===== src/rtl/chinpo_pkg.sv =====
// chinpo_pkg
// Shared definitions for the CHINPO interrupt controller:
//   - chinpo_state_e   : controller FSM state encoding
//   - CHINPO_VEC_BASE  : default handler address of source 0
//   - CHINPO_VEC_STRIDE: default spacing between per-source handlers
//   - prio_lowest()    : lowest-index-wins priority encoder over 8 request bits
package chinpo_pkg;

    typedef enum logic [1:0] {
        ST_IDLE    = 2'd0,
        ST_REQUEST = 2'd1,
        ST_SERVICE = 2'd2
    } chinpo_state_e;

    localparam logic [15:0] CHINPO_VEC_BASE   = 16'h0F00;
    localparam logic [15:0] CHINPO_VEC_STRIDE = 16'h0010;

    // Returns the index of the lowest set bit; 0 when nothing is set.
    // Scanning from the top down lets the lowest index overwrite the others.
    function automatic logic [2:0] prio_lowest(input logic [7:0] req);
        logic [2:0] idx;
        idx = 3'd0;
        for (int i = 7; i >= 0; i--) begin
            if (req[i]) begin
                idx = 3'(i);
            end else begin
                idx = idx;
            end
        end
        return idx;
    endfunction

endpackage


===== src/rtl/chinpo_interrupt_controller_edge.sv =====
// chinpo_irq_edge
// Per-source request front end: optional 2-flop synchronizer, previous-value
// register and rising-edge detect. Defining CHINPO_IRQ_SYNC_EN inserts the
// synchronizer (reset to 0) ahead of the edge detector.
// Ports:
//   CLK   in  system clock, rising edge
//   Reset in  synchronous active-low reset
//   irq   in  raw request line
//   rise  out one-cycle indication that the (synchronized) line went 0->1
module chinpo_irq_edge
    import chinpo_pkg::*;
(
    input  logic CLK,
    input  logic Reset,
    input  logic irq,
    output logic rise
);

    logic irq_src_s;
    logic prev_r;

`ifdef CHINPO_IRQ_SYNC_EN
    logic sync1_r;
    logic sync2_r;

    // Two-flop synchronizer for asynchronous request sources.
    always_ff @(posedge CLK) begin
        if (!Reset) begin
            sync1_r <= 1'b0;
            sync2_r <= 1'b0;
        end else begin
            sync1_r <= irq;
            sync2_r <= sync1_r;
        end
    end

    assign irq_src_s = sync2_r;
`else
    assign irq_src_s = irq;
`endif

    // Previous-value register; cleared by reset so a line already high at
    // release is seen as one edge.
    always_ff @(posedge CLK) begin
        if (!Reset) begin
            prev_r <= 1'b0;
        end else begin
            prev_r <= irq_src_s;
        end
    end

    assign rise = irq_src_s & ~prev_r;

endmodule


===== src/rtl/chinpo_interrupt_controller.sv =====
// chinpo_interrupt_controller
// Latches interrupt edges as pending, gates them with a software mask, picks
// the lowest eligible index and holds a registered Int request until the
// control unit acknowledges; then reports in-service until handler return.
// Optional macro: CHINPO_IRQ_SYNC_EN (synchronize IrqIn before edge detect).
// Ports:
//   CLK, Reset (sync active-low)     clock / reset
//   IrqIn[NUM_SRC]                   raw request lines, rising edge = request
//   MaskWrite, MaskData[NUM_SRC]     mask load strobe and value (1 = enabled)
//   IntAck, IntReturn                acknowledge / handler-return pulses
//   Int                              registered request to the control unit
//   IntCause, IntVector              serviced source index and handler address
//   InService                        high from acknowledge until return
//   Pending[NUM_SRC]                 pending status bits
module chinpo_interrupt_controller
    import chinpo_pkg::*;
#(
    parameter int               NUM_SRC    = 4,
    parameter int               VEC_W      = 16,
    parameter logic [VEC_W-1:0] VEC_BASE   = VEC_W'(CHINPO_VEC_BASE),
    parameter logic [VEC_W-1:0] VEC_STRIDE = VEC_W'(CHINPO_VEC_STRIDE),
    localparam int              CAUSE_W    = (NUM_SRC > 1) ? $clog2(NUM_SRC) : 1
) (
    input  logic               CLK,
    input  logic               Reset,
    input  logic [NUM_SRC-1:0] IrqIn,
    input  logic               MaskWrite,
    input  logic [NUM_SRC-1:0] MaskData,
    input  logic               IntAck,
    input  logic               IntReturn,
    output logic               Int,
    output logic [CAUSE_W-1:0] IntCause,
    output logic [VEC_W-1:0]   IntVector,
    output logic               InService,
    output logic [NUM_SRC-1:0] Pending
);

    chinpo_state_e        state_r;
    chinpo_state_e        state_next_s;
    logic [CAUSE_W-1:0]   cause_r;
    logic [CAUSE_W-1:0]   cause_next_s;
    logic [CAUSE_W-1:0]   cause_pick_s;
    logic                 int_r;
    logic                 in_service_r;
    logic [NUM_SRC-1:0]   pending_r;
    logic [NUM_SRC-1:0]   mask_r;
    logic [NUM_SRC-1:0]   rise_s;
    logic [NUM_SRC-1:0]   eligible_s;
    logic [NUM_SRC-1:0]   clear_s;
    logic [7:0]           elig_pad_s;

    for (genvar g = 0; g < NUM_SRC; g++) begin : g_edge
        chinpo_irq_edge u_edge (
            .CLK   (CLK),
            .Reset (Reset),
            .irq   (IrqIn[g]),
            .rise  (rise_s[g])
        );
    end

    assign eligible_s = pending_r & mask_r;

    // Widen eligibility to the encoder's fixed input width and pick a winner.
    always_comb begin
        elig_pad_s                = 8'd0;
        elig_pad_s[NUM_SRC-1:0]   = eligible_s;
        cause_pick_s              = CAUSE_W'(prio_lowest(elig_pad_s));
    end

    // Next-state logic: the cause is only re-chosen in IDLE, so it stays
    // frozen through REQUEST and SERVICE.
    always_comb begin
        state_next_s = state_r;
        cause_next_s = cause_r;
        clear_s      = '0;
        case (state_r)
            ST_IDLE: begin
                if (|eligible_s) begin
                    state_next_s = ST_REQUEST;
                    cause_next_s = cause_pick_s;
                end else begin
                    state_next_s = ST_IDLE;
                end
            end
            ST_REQUEST: begin
                if (IntAck) begin
                    state_next_s     = ST_SERVICE;
                    clear_s[cause_r] = 1'b1;
                end else begin
                    state_next_s = ST_REQUEST;
                end
            end
            ST_SERVICE: begin
                if (IntReturn) begin
                    state_next_s = ST_IDLE;
                end else begin
                    state_next_s = ST_SERVICE;
                end
            end
            default: begin
                state_next_s = ST_IDLE;
            end
        endcase
    end

    // FSM state and registered outputs, decoded from the next state so they
    // change on the same edge as the state itself.
    always_ff @(posedge CLK) begin
        if (!Reset) begin
            state_r      <= ST_IDLE;
            cause_r      <= '0;
            int_r        <= 1'b0;
            in_service_r <= 1'b0;
        end else begin
            state_r      <= state_next_s;
            cause_r      <= cause_next_s;
            int_r        <= (state_next_s == ST_REQUEST);
            in_service_r <= (state_next_s == ST_SERVICE);
        end
    end

    // Pending and mask registers; a new edge wins over the acknowledge clear.
    always_ff @(posedge CLK) begin
        if (!Reset) begin
            pending_r <= '0;
            mask_r    <= '1;
        end else begin
            pending_r <= (pending_r & ~clear_s) | rise_s;
            if (MaskWrite) begin
                mask_r <= MaskData;
            end else begin
                mask_r <= mask_r;
            end
        end
    end

    assign Int       = int_r;
    assign InService = in_service_r;
    assign IntCause  = cause_r;
    assign Pending   = pending_r;
    assign IntVector = VEC_BASE + (VEC_W'(cause_r) * VEC_STRIDE);

endmodule


===== config.mk =====
export PLATFORM = sky130hd
export DESIGN_NAME = chinpo_interrupt_controller
export DESIGN_NICKNAME = d
export VERILOG_FILES = /design/src/rtl/chinpo_pkg.sv /design/src/rtl/chinpo_interrupt_controller_edge.sv /design/src/rtl/chinpo_interrupt_controller.sv
export SDC_FILE = /design/constraint.sdc
export NUM_CORES = 1
export LEC_CHECK = 0
export ABC_AREA = 0
export BUFFER_PORTS_ARGS = -buffer_cell sky130_fd_sc_hd__clkbuf_2
export CAP_MARGIN = 25
export CORE_MARGIN = 2
export CORE_UTILIZATION = 44
export DETAILED_ROUTE_END_ITERATION = 10
export GPL_ROUTABILITY_DRIVEN = 0
export GPL_TIMING_DRIVEN = 0
export MAX_ROUTING_LAYER = met4
export PLACE_DENSITY_LB_ADDON = 0.25
export REMOVE_ABC_BUFFERS = 1
export SYNTH_ARGS = -nofsm -noshare
export SYNTH_HDL_FRONTEND = slang
export SYNTH_SLANG_ARGS = --single-unit
export TNS_END_PERCENT = 1

===== constraint.sdc =====
create_clock -name CLK -period 1.15 [get_ports CLK]
set_input_delay 0.23 -clock CLK [delete_from_list [all_inputs] [get_ports CLK]]
set_output_delay 0.23 -clock CLK [all_outputs]
set_load 0.02 [all_outputs]

# Word-level counts from Yosys, hierarchy flattened
# Index checks and enable logic that the tools add are counted.
# word_totals
output_inout_bits	24
word_cells	45
inputBits	13
regBits	18
# classes
n_reduce_logical	4
n_bitwise	12
eq_ne	4
add_sub_neg	1
muxes	12
order_cmp	2
# ops
op	count
adder 12 x 6 -> 13 bit, first input constant	1
2-to-1 mux 2 bit	6
bitwise AND 4 bit	2
2-to-1 mux 4 bit	2
one-hot mux 2 bit (3 select lines)	1
bitwise AND 1 bit	4
equality test 2 x 1 -> 1 bit, second input constant	2
equality test 2 bit, second input constant	2
inverter 1 bit	4
inverter 4 bit	1
bitwise OR 4 bit	1
OR reduction 4 bit	1
< comparator 2 x 3 -> 1 bit, second input constant	1
demux 1 bit (select 2 bit)	1
>= comparator 2 x 1 -> 1 bit, second input constant	1
zero test 2 bit	1
2-to-1 mux 1 bit	2
AND reduction 2 bit	1
logical AND 1 bit	1

# Depth between registers and ports, before layout
# Gate-level depths: netlist of run 1.
# depth
depth_word	9
ltp_mapped	4
ltp_nobuf	4

# By module
# From an unflattened synthesis of run 1, not the netlist that was laid out.
# hier_totals
cells_unflattened	89
hier_area_um2	842.1
# by_module_without_submodules
mod	area_per_inst_um2	seq_area_each_um2	cells_per_inst	n_inst
chinpo_interrupt_controller	681.9	280.3	77	1
chinpo_irq_edge	40.0	20.0	3	4

# Least setup slack after synthesis of run 1
# OpenSTA, ideal clock, no wires.
# synth_path
path_type	flip-flop to flip-flop
from	register pending_r[2] (netlist: Pending[2])
to	register cause_r[0] (netlist: IntCause[0])
path_buffers	0
synth_period_minus_slack_ns	1.027
slack_ns	0.123
t_required_ns	1.026
arrival_time_ns	0.903
stages_incl_launch_ff	5
setup_time_ns	0.124
cell_sequence	dfxtp_1 nand2_1 a32o_1 nand3_1 mux2i_1
# synth_via
elab_chain_len	4
word_cells_on_any_way	6
cone_classes	mux: 3; bitwise: 1; reduce/logical: 2
# synth_rtl
element	line	rtl
start: declaration	chinpo_interrupt_controller.sv:45	logic [NUM_SRC-1:0] pending_r;
start signal: assignment	chinpo_interrupt_controller.sv:128	pending_r <= (pending_r & ~clear_s) | rise_s;
bitwise AND 4 bit (*)	chinpo_interrupt_controller.sv:61	assign eligible_s = pending_r & mask_r;
2-to-1 mux 2 bit (3 in series)	chinpo_pkg.sv:24	if (req[i]) begin
end signal: assignment	chinpo_interrupt_controller.sv:116	cause_r <= cause_next_s;
end: declaration	chinpo_interrupt_controller.sv:40	logic [CAUSE_W-1:0] cause_r;
# Mark *: on every way between the ends. The rest lies on a longest branch, timed or not.
# A chain may end at the register's enable or synchronous reset.

# Worst setup path after layout of run 1
# layout_path
from	register pending_r[1] (netlist: Pending[1])
to	output Pending[1]
# layout_rtl
element	line	rtl
end: declaration	chinpo_interrupt_controller.sv:35	output logic [NUM_SRC-1:0] Pending
# No word-level cell between the ends.

==> results.yml, run 1 <==
run_status:
  outcome: "finished clean"
setup_path:
  reg2reg_depth: 4
  path_delay_family: "flip-flops"
  rrSetupSlack_ns: 0.11
  reg2reg_to: "Pending[2]"
  cp_num_buf_inv: 1
  max_stage_delay_ns: 0.39
  worst-path-stages: 1
  timing.critical_path.cells: "clkbuf_2"
  slowest_stage: "dfxtp_1"
  worst-path-max-fanout: 4
  required_ns: 0.92
  arrival_ns: 0.88
  critPathLaunchType: "register"
  critical_path_class: "register to output port"
  endpoint_kind: "output port"
  r2r_start: "state_r[1]"
worst_hold_path:
  hold_class: "input port to register"
  whs_path_depth: 3
  min_to: "g_edge[0].u_edge.prev_r"
  worstHoldStart: "IrqIn[0]"
pwr:
  p_sw_frac: 0.2994
  leakage_nw: 0.4630
  power_density_nw_per_um2: 1578
  switchingPower_mw: 0.4163
  combPwrFrac: 0.202
  ir_worst_vdd_mv: 0.6586
  sequentialPowerShare: 0.524
  p_total_mw: 1.390
  internal_power_mw: 0.9741
  clkPwrFrac: 0.274
placement:
  place_hpwl_um: 970
  port_buffers: 22
  place_area_um2: 819.5
cells_and_area:
  nNetsFinal: 126
  final_cell_area_um2: 880.8
  syn2layout_area_growth_pct: 14.10
  n_antenna_cell: 0
  num-fill-cells: 164
  multiInputGateArea_um2: 309.0
  regArea_um2: 370.4
  drive_above_1_share: 0.2946
sta:
  drv_slew: 0
  period_needed_ns: 1.105
  setup_viol: 0
  rsz0062_at_grt: "yes"
  holdWs_ns: 0.1303
  fin_worst_skew_ns: 0.004783
  finalHoldViolCount: 0
  min_period_over_period: 0.9612
  timing.fmax_ghz: 0.9046
job:
  max_cap_violations: 0
die:
  die_area_um2: 2105
  die_x_um: 45.89
  start_util: 0.4570
  fp-row-count: 15
  core_area_um2: 1689
  ioPinCount: 37
  die_h_um: 45.89
yosys:
  ys_ff_latch: 18
  avgSynthCellArea_um2: 8.578
  yosysSeqAreaShare: 0.4668
  ys.flop_type: "dfxtp_1"
  async_reset_ff_frac: 0
  ys_warn_count: 0
  syn_inst: 90
  yosysUniqueCellTypes: 22
  synth_edf_count: 0
  netlist_area_um2: 772.0
global_route:
  grt_overflow: 0
  use_met3: 0.01587
  grtUsageMet1: 0.1711
  grt_max_degree: 16
  antenna_found_initial: 0
  grt_pass1_vias: 497
  busiest_layer: "met2"
  grt_pass1_wl_um: 1987
  grt_use_met2: 0.2083
  track_usage: 0.1373
clock_tree:
  cts_tree: "done"
  clock_latency_ns: 0.29
  cts-hold-fix-buffers: 0
  htree_levels: 1
  clk_path_buf_depth: 2
  root_buffer: "clkbuf_4"
  clk_pin_slew_ns: 0.10
  cts_buffers: 3
  cts.sinks: 18
drt:
  antenna_left: 0
  wl_um: 1314
  firstDrtPassIters: 4
  routed_via_density: 4.674
  num_vias: 603
  drtIter0Drc: 8
  avgRoutedWirePerCell_um: 10.19
  drc_errors: 0
flip-flops by register name (all words and copies together), names as in the netlist:
name	count
InService	1
Int	1
IntCause	2
Pending	4
g_edge.u_edge.prev_r	4
mask_r	4
state_r	2
cells by family after synthesis:
family,count (synthesis),share of synthesized area
compound gates,11,0.09238
buf+inv,23,0.1912
flops,18,0.4668
mux,5,0.06483
other cells,2,0.009728
simple gates,31,0.1750
Yosys cell counts, drive strengths merged, types with 2 or more instances:
master  count  area share
mux2i       5       0.065
buf        17        0.16
nand2      19       0.092
o21ai       4       0.026
nor3        2       0.013
nor2        4       0.019
conb        2      0.0097
nand3       3       0.019
dfxtp      18        0.47
o211ai      2       0.019
inv         5       0.024
how the worst max path moves through the flow:
stage | from | to | slack, ns
floorplan | IntCause[1] | Pending[2] | 0.11
global placement | state_r[0] | Pending[2] | 0.11
detailed placement | state_r[1] | Pending[2] | 0.1
CTS | IntCause[1] | IntVector[5] | 0.03
global route | state_r[1] | Pending[2] | -0.01
finish | Pending[1] | Pending[1] | 0.04
repair_timing:
item / in CTS / in global routing
setup endpoints to repair: 4 / 4
cloned: 0 / 0
pin swaps: 0 / 2
endpoints found under the hold margin: 0 / 0
setup buffers: 0 / 2
resized for setup: 2 / 4
final cells by class:
type	instances	area share
Timing Repair Buffer	24	0.1420
Sequential cell	18	0.4205
Tap cell	17	0.02415
Multi-Input combinational cell	61	0.3509
Inverter	5	0.02131
Clock buffer	4	0.04119
layout by cell type (no fill, tap or decap):
cell type / count
clkbuf_2: 22
nand2_1: 19
dfxtp_1: 14
conb_1: 14
mux2i_1: 5
inv_1: 5
nor2_1: 4
nand3_1: 3
clkbuf_4: 3
dfxtp_2: 2
dfxtp_4: 2
o211ai_1: 2
o21ai_1: 2
nor3_1: 2
o21ai_0: 2
buf_4: 2
and3b_2: 1
nor4_1: 1
o22ai_1: 1
nor3b_1: 1
a21oi_1: 1
a211oi_1: 1
o31ai_1: 1
a32o_1: 1
clkbuf_8: 1
routing by layer:
layer / share of wire / up-vias
met1: 0.42 / 261
met3: 0.075 / 0
met5: 0 / -
met4: 0 / 0
li1: - / 312
met2: 0.51 / 30
stage by stage:
step	instances	utilization	setup TNS, ns	setup slack, ns
2_1_floorplan	84	-	0	0.1068
3_3_place_gp	123	0.4852	0	0.1113
3_5_place_dp	123	0.4852	0	0.09742
4_1_cts	127	0.5081	0	0.02829
5_1_grt	129	0.5215	-0.01070	-0.01070
6_report	129	0.5215	0	0.04457
power by group through the flow:
stage	logic, mW	registers (mW)	clock network (mW)
detailed placement	0.271	0.741	0
CTS	0.273	0.729	0.389
global placement	0.267	0.740	0
floorplan	0.139	0.782	0
finish	0.281	0.729	0.381
global route	0.313	0.739	0.410
Note: power is estimated with default switching activity, not from simulation.
==> inputs of run 2 (changes only) <==
--- a/config.mk
+++ b/config.mk
@@ -9,7 +9,8 @@
 export BUFFER_PORTS_ARGS = -buffer_cell sky130_fd_sc_hd__clkbuf_2
 export CAP_MARGIN = 25
 export CORE_MARGIN = 2
-export CORE_UTILIZATION = 44
+export CORE_UTILIZATION = 46
+export CTS_BUF_LIST = sky130_fd_sc_hd__clkbuf_4
 export DETAILED_ROUTE_END_ITERATION = 10
 export GPL_ROUTABILITY_DRIVEN = 0
 export GPL_TIMING_DRIVEN = 0
==> run 2 against run 1 <==
  * Register-to-register slack is essentially flat
  * Worst setup slack got worse by 0.0034 ns
  * Sequential share of layout area grew 0.98 points
  * Sequential power barely moved
  * Non-clock buffer count is 2 lower
  * First-iteration DRC count did not move
  * Critical endpoint is now IntVector[5]
==> results.yml, run 2 (synthesis gave the netlist of run 1 again) <==
clock_tree:
  htree_levels: 1
  cts.sinks: 18
  root_buffer: "clkbuf_4"
  cts_buffers: 3
  clk_path_buf_depth: 2
  clk_pin_slew_ns: 0.09
  postCtsSetupBuffers: 0
  clock_latency_ns: 0.29
  cts_tree: "done"
drt:
  routed_via_density: 4.856
  drc_errors: 0
  num_vias: 607
  antenna_left: 0
  avgRoutedWirePerCell_um: 9.632
  drtIter0Drc: 8
  wl_um: 1204
  firstDrtPassIters: 3
die:
  die_x_um: 44.97
  die_area_um2: 2022
  start_util: 0.5008
  fp-row-count: 14
  die_h_um: 44.97
  ioPinCount: 37
  core_area_um2: 1541
placement:
  place_hpwl_um: 910.3
  port_buffers: 22
  place_area_um2: 818.3
  place_ws_ns: 0.1125
  numPlacedInstances: 122
sta:
  tns_ns: 0
  rsz0062_at_grt: "no"
  setup_viol: 0
  fin_worst_skew_ns: 0.003543
  setup_slack_ns: 0.04120
  drv_slew: 0
  timing.fmax_ghz: 0.9019
  min_period_over_period: 0.9642
  period_needed_ns: 1.109
  holdWs_ns: 0.1319
  finalHoldViolCount: 0
global_route:
  grt_overflow: 0
  grt_pass1_vias: 469
  antenna_found_initial: 0
  track_usage: 0.1345
  grt_pass1_wl_um: 1842
  grt_max_degree: 16
worst_hold_path:
  worstHoldStart: "IrqIn[3]"
  hold_class: "input port to register"
cells_and_area:
  final_common_cell: "clkbuf_2"
  final_cells: 125
  layout_common_cells: "22 x clkbuf_2, 19 x nand2_1, 16 x dfxtp_1"
  post-route-util: 0.5471
  n_antenna_cell: 0
  nNetsFinal: 124
  syn2layout_area_growth_pct: 9.238
  drive_above_1_share: 0.2569
  final_cell_area_um2: 843.3
pwr:
  ir_worst_vdd_mv: 0.6562
  power_density_nw_per_um2: 1535
  leakage_nw: 0.4438
  p_total_mw: 1.295
setup_path:
  max_stage_delay_ns: 0.40
  slowest_stage: "dfxtp_2"
  crit_start: "IntCause[1]"
  arrival_ns: 0.88
  cp_num_buf_inv: 1
  worst-path-max-fanout: 7
  required_ns: 0.92
  timing.critical_path.cells: "clkbuf_2"
  endpoint_kind: "output port"
  path_delay_family: "flip-flops"
  r2r_start: "state_r[1]"
  critical_path_class: "register to output port"
  critPathLaunchType: "register"
job:
  max_cap_violations: 0
run_status:
  outcome: "finished clean"
[run 2: changes by cell type in the layout (fill, tap and decap cells not counted), sizes merged]
cell,previous run,this run
buf,2,0
clkbuf,26,25
[run 2: worst paths after layout]
| path | end | slack, ns | cells past startpoint |
|---|---|---|---|
| worst max register to register | Pending[2] | 0.11 | 4 |
| worst min register to register | Pending[1] | 0.41 | 1 |
| worst min-delay path | g_edge[3].u_edge.prev_r | 0.13 | 3 |
| worst max-delay path | IntVector[5] | 0.04 | 1 |
[run 2: area by class of cell]
type	instances	area, um2
inverters	5	18.77
fillers	156	698.2
flip-flops and latches	18	362.8
repair buffers	22	110.1
multi-input cells	61	309.0
clock buffers	3	22.52
well taps	16	20.02
[run 2: routing by layer]
layer  vias up  track usage  part of all wire
li1        307            -                 -
met1       268       0.1486              0.44
met3         5      0.03600             0.095
met2        27       0.2029              0.44
met4         0       0.1059             0.029
met5         -            -                 0
[run 2: repair_timing]
action	in CTS	in global routing
hold buffers	0	0
gates resized for setup	2	0
endpoints found under the setup margin	4	0
[run 2: report_power, final]
part           switching (mW)  total (mW)  internal (mW)
clock network           0.175       0.296          0.122
registers              0.0479       0.729          0.681
logic                   0.176       0.270         0.0938
==> inputs of run 3 (changes only) <==
--- a/config.mk
+++ b/config.mk
@@ -8,8 +8,9 @@
 export ABC_AREA = 0
 export BUFFER_PORTS_ARGS = -buffer_cell sky130_fd_sc_hd__clkbuf_2
 export CAP_MARGIN = 25
+export CORE_ASPECT_RATIO = 0.75
 export CORE_MARGIN = 2
-export CORE_UTILIZATION = 46
+export CORE_UTILIZATION = 48
 export CTS_BUF_LIST = sky130_fd_sc_hd__clkbuf_4
 export DETAILED_ROUTE_END_ITERATION = 10
 export GPL_ROUTABILITY_DRIVEN = 0
@@ -19,5 +20,6 @@
 export REMOVE_ABC_BUFFERS = 1
 export SYNTH_ARGS = -nofsm -noshare
 export SYNTH_HDL_FRONTEND = slang
+export SYNTH_HIERARCHICAL = 1
 export SYNTH_SLANG_ARGS = --single-unit
 export TNS_END_PERCENT = 1
==> run 3 against run 2 <==
  * Critical path depth stayed put
  * Utilization is 0.54 points higher
  * Worst hold slack better by 0.018 ns
  * Synthesized cell count is 1.1% lower
  * Area after synthesis is 9.1% higher
  * First-iteration DRC count is 63% higher
  * Fmax is 0.97% higher
  * Power is 3.2% higher
==> results.yml, run 3 <==
run_status:
  outcome: "finished clean"
die:
  die_x_um: 52.37
  start_util: 0.4978
  fp-row-count: 13
  die_area_um2: 2109
  core_area_um2: 1692
  die_h_um: 40.27
  ioPinCount: 37
placement:
  port_buffers: 22
  place_ws_ns: -0.03853
  place_hpwl_um: 1076
  numPlacedInstances: 127
setup_path:
  required_ns: 0.92
  rrSetupSlack_ns: 0.09
  critical_path_class: "register to output port"
  arrival_ns: 0.87
  endpoint: "IntVector[4]"
  path_delay_family: "flip-flops"
  critPathLaunchType: "register"
  slowest_stage: "dfxtp_4"
  worst-path-max-fanout: 8
  reg2reg_depth: 3
  max_stage_delay_ns: 0.40
  timing.critical_path.cells: "clkbuf_2"
  endpoint_kind: "output port"
  reg2reg_to: "Pending[1]"
  crit_start: "IntCause[0]"
  r2r_start: "state_r[0]"
  cp_num_buf_inv: 1
  worst-path-stages: 1
yosys:
  ys.flop_type: "dfxtp_1"
  async_reset_ff_frac: 0
  avgSynthCellArea_um2: 9.461
  synth_edf_count: 0
  yosysUniqueCellTypes: 26
  netlist_area_um2: 842.1
  yosysSeqAreaShare: 0.4279
  syn_inst: 89
  ys_warn_count: 6
  synth.area.top_cells: "dfxtp_1 43%, buf_4 14%, nor2b_4 6.5%"
  ys_top_cells_by_count: "18 x dfxtp_1, 16 x buf_4, 8 x nand2_1, 5 x o21ai_0"
  ys_ff_latch: 18
  synth.most_common_cell: "dfxtp_1"
  yosysTopAreaCell: "dfxtp_1"
  synth.top_cell.area_share: 0.4279
cells_and_area:
  layout_common_cells: "22 x clkbuf_2, 14 x conb_1, 12 x dfxtp_1"
  syn2layout_area_growth_pct: 11.00
  multiInputGateArea_um2: 389.1
  num-fill-cells: 168
  n_antenna_cell: 0
  nNetsFinal: 123
  drive_above_1_share: 0.3486
  regArea_um2: 370.4
  final_cells: 131
  post-route-util: 0.5525
  final_common_cell: "clkbuf_2"
clock_tree:
  cts_tree: "done"
  clk_pin_slew_ns: 0.09
  root_buffer: "clkbuf_4"
  htree_levels: 1
  cts_buffers: 3
  cts-hold-fix-buffers: 0
  clk_path_buf_depth: 2
  postCtsSetupBuffers: 0
  clock_latency_ns: 0.29
  cts.sinks: 18
drt:
  wl_um: 1399
  drtIter0Drc: 13
  num_vias: 625
  avgRoutedWirePerCell_um: 10.68
  routed_via_density: 4.771
  drc_errors: 0
  antenna_left: 0
  firstDrtPassIters: 4
global_route:
  track_usage: 0.1584
  grt_pass1_wl_um: 2221
  grt_overflow: 0
  antenna_found_initial: 0
  grt_pass1_vias: 502
  grt_max_degree: 17
pwr:
  power_density_nw_per_um2: 1430
  ir_worst_vdd_mv: 0.6954
  leakage_nw: 0.4689
  p_total_mw: 1.336
sta:
  finalHoldViolCount: 0
  setup_viol: 0
  setup_slack_ns: 0.05183
  fin_worst_skew_ns: 0.003393
  min_period_over_period: 0.9549
  period_needed_ns: 1.098
  tns_ns: 0
  drv_slew: 0
  timing.fmax_ghz: 0.9106
  rsz0062_at_grt: "no"
job:
  max_cap_violations: 0
worst_hold_path:
  hold_class: "input port to register"
  whs_path_depth: 3
==> run 3: where the power goes <==
group / internal, mW / total (mW) / switching [mW]
registers: 0.682 / 0.737 / 0.0550
clock network: 0.126 / 0.308 / 0.181
logic: 0.115 / 0.292 / 0.177
total: 0.923 / 1.34 / 0.413
==> run 3: worst min-delay path by stage <==
| stage | slack (ns) | start | to |
|---|---|---|---|
| after floorplan | 0.29 | Reset | mask_r[0] |
| after detailed placement | 0.45 | MaskData[0] | mask_r[0] |
| after global placement | 0.45 | MaskData[2] | mask_r[2] |
| final | 0.15 | MaskData[0] | mask_r[0] |
| after CTS | 0.14 | MaskData[0] | mask_r[0] |
| after global routing | 0.14 | IrqIn[2] | g_edge[2].u_edge/prev_r |
==> run 3: stage by stage <==
stage,hold WS (ns),instance area [um2]
after floorplan,0.2919,759.5
after global placement,0.4504,897.1
after detailed placement,0.4536,897.1
after CTS,0.1411,929.6
after global routing,0.1405,934.6
final,0.1502,934.6
==> run 3: layout make-up <==
class	count	area share
inverter	3	0.01205
clock inverter	1	0.004016
timing repair buffer	22	0.1178
clock buffer	3	0.02410
tap	22	0.02945
multi-input combinational	62	0.4163
sequential	18	0.3963
==> run 3: kinds of logic (layout without fill, tap and decap cells) <==
family | Yosys count | in the layout | synth area share
AO/OA/AOI/OAI | 19 | 19 | 0.1590
buffers and inverters | 21 | 29 | 0.1649
flip-flops | 18 | 18 | 0.4279
multiplexers | 4 | 4 | 0.04755
other | 2 | 14 | 0.008919
AND/OR/NAND/NOR | 25 | 25 | 0.1917
==> run 3: metal layers <==
layer,track usage,share of wire
met3,0.05597,0.11
met2,0.2344,0.40
met5,-,0
met1,0.1941,0.47
met4,0.07692,0.016
==> run 3: what timing repair did <==
item                                   in CTS  in global routing
setup endpoints to repair                   6                  4
pin swaps                                   0                  0
resized for setup                           4                  4
endpoints found under the hold margin       0                  0
gates cloned                                0                  0
